## src/rtl/spi_sub_pkg.sv

```systemverilog
// Shared defaults and staging-state encoding for the SPI subordinate buffer controller.
package spi_sub_pkg;

    localparam int unsigned BYTE_W         = 8;
    localparam int unsigned DEPTH_DEF      = 8;
    localparam logic [7:0]  DUMMY_BYTE_DEF = 8'hFF;

    typedef enum logic {
        STG_EMPTY = 1'b0,
        STG_FULL  = 1'b1
    } stg_state_e;

endpackage

```

## src/rtl/spi_sub_sync_fifo.sv

```systemverilog
// Single-clock first-word-fall-through FIFO with occupancy count.
// A push while full is accepted only when a pop happens on the same edge.
module spi_sub_sync_fifo #(
    parameter int unsigned DEPTH = 8,
    parameter int unsigned WIDTH = 8
) (
    input  logic                     clk,
    input  logic                     rst_n,
    input  logic                     push,
    input  logic [WIDTH-1:0]         wdata,
    input  logic                     pop,
    output logic [WIDTH-1:0]         rdata,
    output logic                     full,
    output logic                     empty,
    output logic [$clog2(DEPTH):0]   level
);

    localparam int unsigned AW = $clog2(DEPTH);
    localparam int unsigned LW = AW + 1;

    logic [WIDTH-1:0] mem [DEPTH];
    logic [AW-1:0]    wr_ptr;
    logic [AW-1:0]    rd_ptr;
    logic             do_push;
    logic             do_pop;

    assign full    = (level == LW'(DEPTH));
    assign empty   = (level == '0);
    assign do_pop  = pop && !empty;
    assign do_push = push && (!full || do_pop);
    assign rdata   = mem[rd_ptr];

    // Pointers wrap naturally because DEPTH is a power of two; level never wraps.
    always_ff @(posedge clk) begin
        if (!rst_n) begin
            wr_ptr <= '0;
            rd_ptr <= '0;
            level  <= '0;
        end else begin
            if (do_push) wr_ptr <= wr_ptr + AW'(1);
            if (do_pop)  rd_ptr <= rd_ptr + AW'(1);
            case ({do_push, do_pop})
                2'b10:   level <= level + LW'(1);
                2'b01:   level <= level - LW'(1);
                default: level <= level;
            endcase
        end
    end

    always_ff @(posedge clk) begin
        if (rst_n && do_push) mem[wr_ptr] <= wdata;
    end

endmodule

```

## src/rtl/spi_sub_buf_ctrl.sv

```systemverilog
// Host-side TX/RX byte buffering and TX staging for an SPI subordinate shifter.
// Define SPI_SUB_ERR_STICKY_EN for sticky error flags cleared by err_clr.
module spi_sub_buf_ctrl
    import spi_sub_pkg::*;
#(
    parameter int unsigned DEPTH      = DEPTH_DEF,
    parameter logic [7:0]  DUMMY_BYTE = DUMMY_BYTE_DEF
) (
    input  logic                   pclk,
    input  logic                   presetn,
    input  logic [7:0]             tx_data,
    input  logic                   tx_valid,
    output logic                   tx_ready,
    output logic [7:0]             rx_data,
    output logic                   rx_valid,
    input  logic                   rx_ready,
    output logic [7:0]             sub_tx,
    input  logic                   load_from_fifo,
    input  logic [7:0]             sub_rx,
    input  logic                   fifo_load,
    output logic [$clog2(DEPTH):0] tx_level,
    output logic [$clog2(DEPTH):0] rx_level,
    output logic                   tx_underflow,
    output logic                   rx_overflow,
    input  logic                   err_clr
);

    stg_state_e      stg_state;
    logic [7:0]      tx_head;
    logic            tx_full;
    logic            tx_empty;
    logic            tx_push;
    logic            tx_pop;
    logic            rx_full;
    logic            rx_empty;
    logic            rx_push;
    logic            rx_pop;
    logic            underflow_evt;
    logic            overflow_evt;

    assign tx_ready = !tx_full;
    assign rx_valid = !rx_empty;
    assign tx_push  = tx_valid && tx_ready;
    assign tx_pop   = !tx_empty && ((stg_state == STG_EMPTY) || load_from_fifo);
    assign rx_pop   = rx_valid && rx_ready;
    assign rx_push  = fifo_load && (!rx_full || rx_pop);

    assign underflow_evt = load_from_fifo && (stg_state == STG_EMPTY);
    assign overflow_evt  = fifo_load && !rx_push;

    spi_sub_sync_fifo #(.DEPTH(DEPTH), .WIDTH(BYTE_W)) u_tx_fifo (
        .clk   (pclk),
        .rst_n (presetn),
        .push  (tx_push),
        .wdata (tx_data),
        .pop   (tx_pop),
        .rdata (tx_head),
        .full  (tx_full),
        .empty (tx_empty),
        .level (tx_level)
    );

    spi_sub_sync_fifo #(.DEPTH(DEPTH), .WIDTH(BYTE_W)) u_rx_fifo (
        .clk   (pclk),
        .rst_n (presetn),
        .push  (rx_push),
        .wdata (sub_rx),
        .pop   (rx_pop),
        .rdata (rx_data),
        .full  (rx_full),
        .empty (rx_empty),
        .level (rx_level)
    );

    // Staging FSM; sub_tx is the registered staging byte (DUMMY_BYTE while empty).
    always_ff @(posedge pclk) begin
        if (!presetn) begin
            stg_state <= STG_EMPTY;
            sub_tx    <= DUMMY_BYTE;
        end else begin
            if (tx_pop) begin
                stg_state <= STG_FULL;
                sub_tx    <= tx_head;
            end else if (load_from_fifo) begin
                stg_state <= STG_EMPTY;
                sub_tx    <= DUMMY_BYTE;
            end
        end
    end

`ifdef SPI_SUB_ERR_STICKY_EN
    // A new event wins over a simultaneous clear.
    always_ff @(posedge pclk) begin
        if (!presetn) begin
            tx_underflow <= 1'b0;
            rx_overflow  <= 1'b0;
        end else begin
            tx_underflow <= underflow_evt || (tx_underflow && !err_clr);
            rx_overflow  <= overflow_evt  || (rx_overflow  && !err_clr);
        end
    end
`else
    logic err_clr_unused;
    assign err_clr_unused = err_clr;

    always_ff @(posedge pclk) begin
        if (!presetn) begin
            tx_underflow <= 1'b0;
            rx_overflow  <= 1'b0;
        end else begin
            tx_underflow <= underflow_evt;
            rx_overflow  <= overflow_evt;
        end
    end
`endif

endmodule

```

## config.mk

```make
export PLATFORM = sky130hd
export DESIGN_NAME = spi_sub_buf_ctrl
export DESIGN_NICKNAME = d
export VERILOG_FILES = /design/src/rtl/spi_sub_pkg.sv /design/src/rtl/spi_sub_sync_fifo.sv /design/src/rtl/spi_sub_buf_ctrl.sv
export SDC_FILE = /design/constraint.sdc
export NUM_CORES = 1
export LEC_CHECK = 0
export CAP_MARGIN = 10
export CORE_MARGIN = 3
export CORE_UTILIZATION = 40
export DETAILED_ROUTE_END_ITERATION = 8
export DONT_BUFFER_PORTS = 1
export SLEW_MARGIN = 5
export SYNTH_ARGS = -nofsm -noshare
export SYNTH_HDL_FRONTEND = slang
export SYNTH_HIERARCHICAL = 1
export SYNTH_SLANG_ARGS = --single-unit
export TNS_END_PERCENT = 30
```

## constraint.sdc

```tcl
create_clock -name pclk -period 4.1 [get_ports pclk]
set_clock_uncertainty 0.2 [all_clocks]
set_input_delay 1.025 -clock pclk [delete_from_list [all_inputs] [get_ports pclk]]
set_output_delay 1.025 -clock pclk [all_outputs]
set_load 0.03 [all_outputs]
```

==> key figures <==
Power
  – Power Density: 611.5 mW/mm²
  – Worst VDD drop: 0.0003897 V
  – Leakage: 0.002528 µW
  – Pwr Total: 4680 µW

Synth
  – Synth Instances: 406
  – Share of the synthesized area in the top cell type: 0.5635
  – Xor-xnor portion of the synthesized cell area: 0.01284
  – Register area share after synthesis: 0.6720
  – Synth cell types: 42
  – Compound-Gate Fraction of Synth Area: 0.04512
  – Synth Register Bits: 165
  – Synth Area in Adders: 0.02054
  – Primary FF master, synth: edfxtp_1
  – Combinational family with the most area after synthesis: multiplexers
  – Synth top area cells: edfxtp_1 56%, dfxtp_1 11%, mux4_2 11%
  – FFs w/ async S/R, synth: 0
  – Most area-hungry cell type in the Yosys netlist: edfxtp_1
  – EDFF count, synth: 128
  – Mux cell area share after synthesis: 0.1409
  – Synth Area per Inst: 16.80 µm²
  – Syn nets: 439
  – Post-Synth Simple-Gate Area: 0.08236
  – Mapped cell area: 0.006822 mm²
  – Yosys warnings: 6

Placement
  – Detailed Place HPWL: 7996 µm
  – Place WS: 0.7116 ns
  – IO Port Bufs: 0
  – Placed instance area: 0.007121 mm²
  – Gpl congestion: 0.7459

Worst setup path
  – Maximum fanout along the worst path: 9
  – WP data required: 4.20 ns
  – CP Launch Type: flop
  – Crit path top cell by count: inv_1
  – Crit Path Class: reg -> reg
  – Worst path arrival time: 3.41 ns
  – Crit-path cells: or3_4 -> nor2_1 -> inv_1 -> and2_1 -> o21ai_2 -> nand2b_1 -> inv_1 -> ha_1 -> nand3_1 -> and4_1 -> o21ai_0 -> a31oi_1
  – Crit path buf inv count: 2
  – Max incr delay on CP: 0.49 ns
  – CP max-delay cell: or3_4
  – CP top delay family: simple AND/OR/NAND/NOR gates
  – Crit path capture type: flop

Layout
  – Area growth, synth to finish: 12.20%
  – Fillcell total: 1436
  – Fin area: 0.007654 mm²
  – Most common cell after layout, fill and taps aside: edfxtp_1
  – Number of diodes: 0
  – # nets final: 460
  – Layout cells sized above 1: 0.2614
  – Commonest non-fill, non-tap cells in the layout: 128 x edfxtp_1, 37 x dfxtp_1, 32 x mux4_2

Route
  – Post-route ant nets: 0
  – DR WL/cell: 18.71 µm
  – Iter 0 DRT Violations: 153
  – Routed WL: 12350 µm
  – Drt first pass iters: 4
  – Drc violations: 0
  – Via Count: 3444
  – Via density: 5.218

STA
  – Worst hold margin: 0.2405 ns
  – Final worst slack: 0.7912 ns
  – Final worst path period share: 0.8070
  – Final Max Tran Viols: 0
  – Final setup vio count: 0
  – Post-layout min period: 3.309 ns
  – Slew @ Worst Pin: 0.8453 ns
  – Relative slew slack: 0.4357
  – Max Clk Rate: 302.2 MHz
  – Final hold vios: 0
  – Unrepaired setup endpoints after global routing: no
  – Setup TNS: 0 ns

Floorplanning
  – Initial core utilization: 0.4099
  – Core area: 0.01664 mm²
  – IO Pins: 51
  – Die area: 0.01866 mm²
  – Chip height: 136.6 µm
  – Die width: 136.6 µm
  – Row cnt: 47

Hold path
  – Worst hold path class: reg -> reg

Clock tree
  – Worst-path clk slew: 0.06 ns
  – Setup bufs post-CTS: 0
  – Num Clock Sinks: 165
  – CTS tree: built
  – Post-cts resize count: 0
  – CTS max path bufs: 2
  – Clock root cell: clkbuf_16
  – Clk_lat worst skew: 0.41 ns
  – CTS hold repair buffers: 0
  – TritonCTS Buffers: 17
  – H-tree Lvls: 4

Global route
  – First-pass GRT wire length: 19330 µm
  – Total gr overflow: 0
  – Total GRT Usage: 0.1411
  – Vias in the first global route: 3606
  – Largest net degree at the start of global routing: 34
  – Antenna violations before repair: 0

Status
  – Run status: completed

Job
  – Max-cap viol count: 0
==> report_power, final <==
group | switching [µW] | total [µW] | internal, µW | leakage (µW)
Clock | 636 | 1410 | 775 | 0.000253
Sequential | 250 | 2190 | 1940 | 0.00146
Combinational | 584 | 1080 | 498 | 0.000816
==> layer usage <==
metal,share of wire,GRT usage,vias up
li1,-,-,1617
met1,0.40,0.1546,1757
met2,0.54,0.2486,60
met3,0.053,0.05772,10
met4,0.0092,0.04591,0
met5,0,0,-
==> sequential cells by signal, indices dropped and copies added, names as in the netlist, 3 cells and up, named ones only <==
name              count
u_tx_fifo/wr_ptr      3
u_rx_fifo/rd_ptr      3
u_tx_fifo/rd_ptr      3
u_rx_fifo/level       4
u_tx_fifo/mem        64
sub_tx                8
u_rx_fifo/wr_ptr      3
u_tx_fifo/level       4
u_rx_fifo/mem        64
==> kinds of logic after synthesis <==
group                    after synthesis
XOR/XNOR                              10
AND/OR/NAND/NOR                       95
adder cells (fa/ha/maj)               10
buffers and inverters                 33
multiplexers                          54
flip-flops                           165
AO/OA/AOI/OAI                         39
==> worst paths after layout <==
| check | from | to | slack [ns] | cells after the start |
|---|---|---|---|---|
| max reg2reg | u_tx_fifo/level[0]$_SDFFE_PN0P_ | u_tx_fifo/level[3]$_SDFFE_PN0P_ | 0.79 | 12 |
| min | stg_state$_SDFFE_PN0P_ | tx_underflow$_SDFF_PN0_ | 0.24 | 1 |
| max | u_tx_fifo/level[0]$_SDFFE_PN0P_ | u_tx_fifo/level[3]$_SDFFE_PN0P_ | 0.79 | 12 |
| min reg2reg | stg_state$_SDFFE_PN0P_ | tx_underflow$_SDFF_PN0_ | 0.24 | 1 |
==> Yosys cell counts, types with 3 or more instances <==
master,number
a211oi_1,4
a21oi_1,4
a32oi_1,8
and4_1,3
buf_1,4
buf_4,4
buf_6,5
dfxtp_1,37
edfxtp_1,128
ha_1,8
inv_1,14
mux2_2,16
mux2i_1,6
mux4_2,32
nand2_1,13
nand2b_1,8
nand3_1,6
nor2_1,25
nor2b_1,10
nor2b_4,7
nor3_1,14
o21ai_0,4
o31a_1,4
xnor2_1,6
xor2_1,4
==> metrics by stage <==
stage / std cells / util
floorplan: 406 / -
global placement: 628 / 0.4279
detailed placement: 628 / 0.4279
CTS: 660 / 0.4599
global route: 660 / 0.4599
finish: 660 / 0.4599
==> cell type report <==
class | instances | area [µm²] | area share
sequential | 165 | 4584 | 0.5990
multi-input combinational | 208 | 2058 | 0.2689
clock buffer | 17 | 425.4 | 0.05558
tap | 220 | 275.3 | 0.03597
timing repair buffer | 19 | 142.6 | 0.01864
clock inverter | 15 | 107.6 | 0.01406
inverter | 16 | 60.06 | 0.007847
==> worst reg2reg max path, cell delays in order (launching register included) <==
cell and delay (ns):
dfxtp_1 0.48, or3_4 0.50, nor2_1 0.17, inv_1 0.19, and2_1 0.28, o21ai_2 0.13, nand2b_1 0.18, inv_1 0.08
ha_1 0.33, nand3_1 0.14, and4_1 0.25, o21ai_0 0.17, a31oi_1 0.09
(Power assumes the default switching activity.)
==> RTL edit: new RTL, same flow settings <==
The option `SPI_SUB_ERR_STICKY_EN` is turned on by a define.
--- a/src/rtl/spi_sub_buf_ctrl.sv
+++ b/src/rtl/spi_sub_buf_ctrl.sv
@@ -1,5 +1,7 @@
 // Host-side TX/RX byte buffering and TX staging for an SPI subordinate shifter.
 // Define SPI_SUB_ERR_STICKY_EN for sticky error flags cleared by err_clr.
+`define SPI_SUB_ERR_STICKY_EN
+
 module spi_sub_buf_ctrl
     import spi_sub_pkg::*;
 #(
Check against the original RTL: not equivalent (a bounded check fails within 4 cycles, from zero or initial values and one cycle with presetn low).
==> RTL edit against the original RTL <==
- design area decreased by 0.51%
- area after synthesis decreased by 1.6%
- fmax decreased by 4.4%
- global-route usage increased by 0.81 points
- critical path depth unchanged
- routed wire length increased by 2.3%
- sequential cell count unchanged
- non-clock buffer count decreased by 2
- count of clock-buffer cells in the layout unchanged
- via count increased by 0.15%
- worst setup slack got worse by 150 ps
- total power increased by 4.2%
- critical path type unchanged
- critical endpoint is now u_rx_fifo/level[3]
==> RTL edit: results (changes against the original RTL) <==
run_status:
  status: "finished, final reports clean"
place:
  io_buffers: 0  # unchanged
  gp_congestion: 0.797  # +6.8%
  place_area_mm2: 0.00700  # -1.6%
  dp_slack_ps: 700  # -11.9 ps
  dp.cells: 617  # -1.8%
  dp_hpwl_mm: 8.15  # +2.0%
pwr:
  power_leakage_nw: 2.51  # -0.66%
  internal_power_w: 0.00335  # +4.2%
  vdd_ir_drop_max_mv: 0.375  # -3.8%
worst_setup_path:
  critPathMaxFanout: 8  # -1
  arrival_ps: 3600  # +190 ps
  slowest_stage: "dfxtp_1"
  slowest_delay_ps: 650  # +160 ps
synth:
  async_flop_share_pct: 0  # unchanged
  ys_warn_count: 6  # unchanged
  ys_seq_area_share_pct: 68.3  # +1.1 points
  synth.distinct_cells: 45  # +7.1%
  synth_xor_area_share_pct: 1.30  # +0.021 points
  syn-mean-instance-area_um2: 16.7  # -0.37%
  ys_top_cells_by_count: "edfxtp_1, dfxtp_1, mux4_2, nor2_1, nand2_1"
  synth.area.mux_share_pct: 14.3  # +0.23 points
  synth-edff-count: 128  # unchanged
  synthAdderAreaFrac_pct: 2.09  # +0.033 points
  syn_nets: 434  # -1.1%
  synth_compound_area_share_pct: 4.85  # +0.33 points
  synth_area_leaders: "edfxtp_1, dfxtp_1, mux4_2"
grt:
  grt_start_max_net_pins: 26  # -24%
  antenna_found_initial: 0  # unchanged
  first_global_vias: 3645  # +1.1%
  grt-ovfl-total: 0  # unchanged
  grt_pass1_wl_mm: 20.2  # +4.7%
  track_usage_pct: 14.9  # +0.81 points
clock_network:
  cts_resized: 0  # unchanged
  htreeDepth: 4  # unchanged
  clkTransAtPathRegs_ps: 70
  cts_root_buffer: "clkbuf_16"
  clock_latency_ps: 420
  cts_buffer_depth: 2  # unchanged
  postCtsHoldBufs: 0  # unchanged
  cts_buffers: 17  # unchanged
  cts_setup_buffers: 0  # unchanged
run:
  cap_viol_max_count: 0  # unchanged
layout:
  drive_above_1_share_pct: 25.2  # -0.96 points
  n_antenna_cell: 0  # unchanged
  nets: 453  # -1.5%
  top_regs: "u_rx_fifo/mem (64), u_tx_fifo/mem (64), sub_tx (8)"
drt:
  vias_per_cell: 5.31  # +1.8%
  drt-pass1-iter-count: 4  # unchanged
  wl_per_cell_um: 19.5  # +4.1%
  drtIter0Drc: 178  # +16%
  vias: 3449  # +0.15%
  drcViolationCount: 0  # unchanged
sta:
  relSlewSlack_pct: 42.2  # -1.4 points
  tns_ps: 0  # unchanged
worst_hold_path:
  hold_class: "flip-flop to flip-flop"
RTL edit: changes by cell type in the layout (fill, tap and decap cells not counted), moves of 4 or more:
cell / change
o32ai_1: +8
clkinv_4: -4
nor2b_1: -7
a32oi_1: -7
nand2_1: +7
inv_8: +4
nor2b_4: -6
RTL edit: area by class of cell:
type | count | area [um^2]
inverters | 18 | 67.6
multi-input cells | 201 | 1950
flip-flops and latches | 165 | 4580
clock inverters | 15 | 185
fillers | 1368 | 8560
repair buffers | 17 | 128
well taps | 216 | 270
clock buffers | 17 | 425
RTL edit: per-layer routing:
metal  routed length (um)  track usage [%]  vias up
li1                     -                -     1600
met1                 5410             18.9     1748
met2                 6220             23.5       90
met3                  861             5.91       11
met4                  143             5.26        0
met5                    0                0        -
RTL edit: power by group through the flow:
stage	sequential, W	combinational (W)	clock, W
finish	0.00221	0.00105	0.00161
global route	0.00223	0.00118	0.00172
CTS	0.00221	0.00107	0.00166
detailed placement	0.00225	0.00106	0
global placement	0.00224	0.00104	0
floorplan	0.00218	0.000936	0
RTL edit: worst max-delay path: cells and delay by family (launching register included):
kind | cells | cell delay, ps
compound gates | 4 | 1100
buf+inv | 2 | 270
flops | 1 | 650
simple gates | 5 | 830
fa+ha+maj | 1 | 320
RTL edit: final timing paths:
kind	start	slack, ps	depth (start not counted)	end
setup / recovery	u_rx_fifo/level[0]	640	12	u_rx_fifo/level[3]
hold / removal	u_tx_fifo/wr_ptr[0]	330	2	u_tx_fifo/wr_ptr[0]
setup reg to reg	u_rx_fifo/level[0]	640	12	u_rx_fifo/level[3]
hold reg to reg	u_tx_fifo/wr_ptr[0]	330	2	u_tx_fifo/wr_ptr[0]
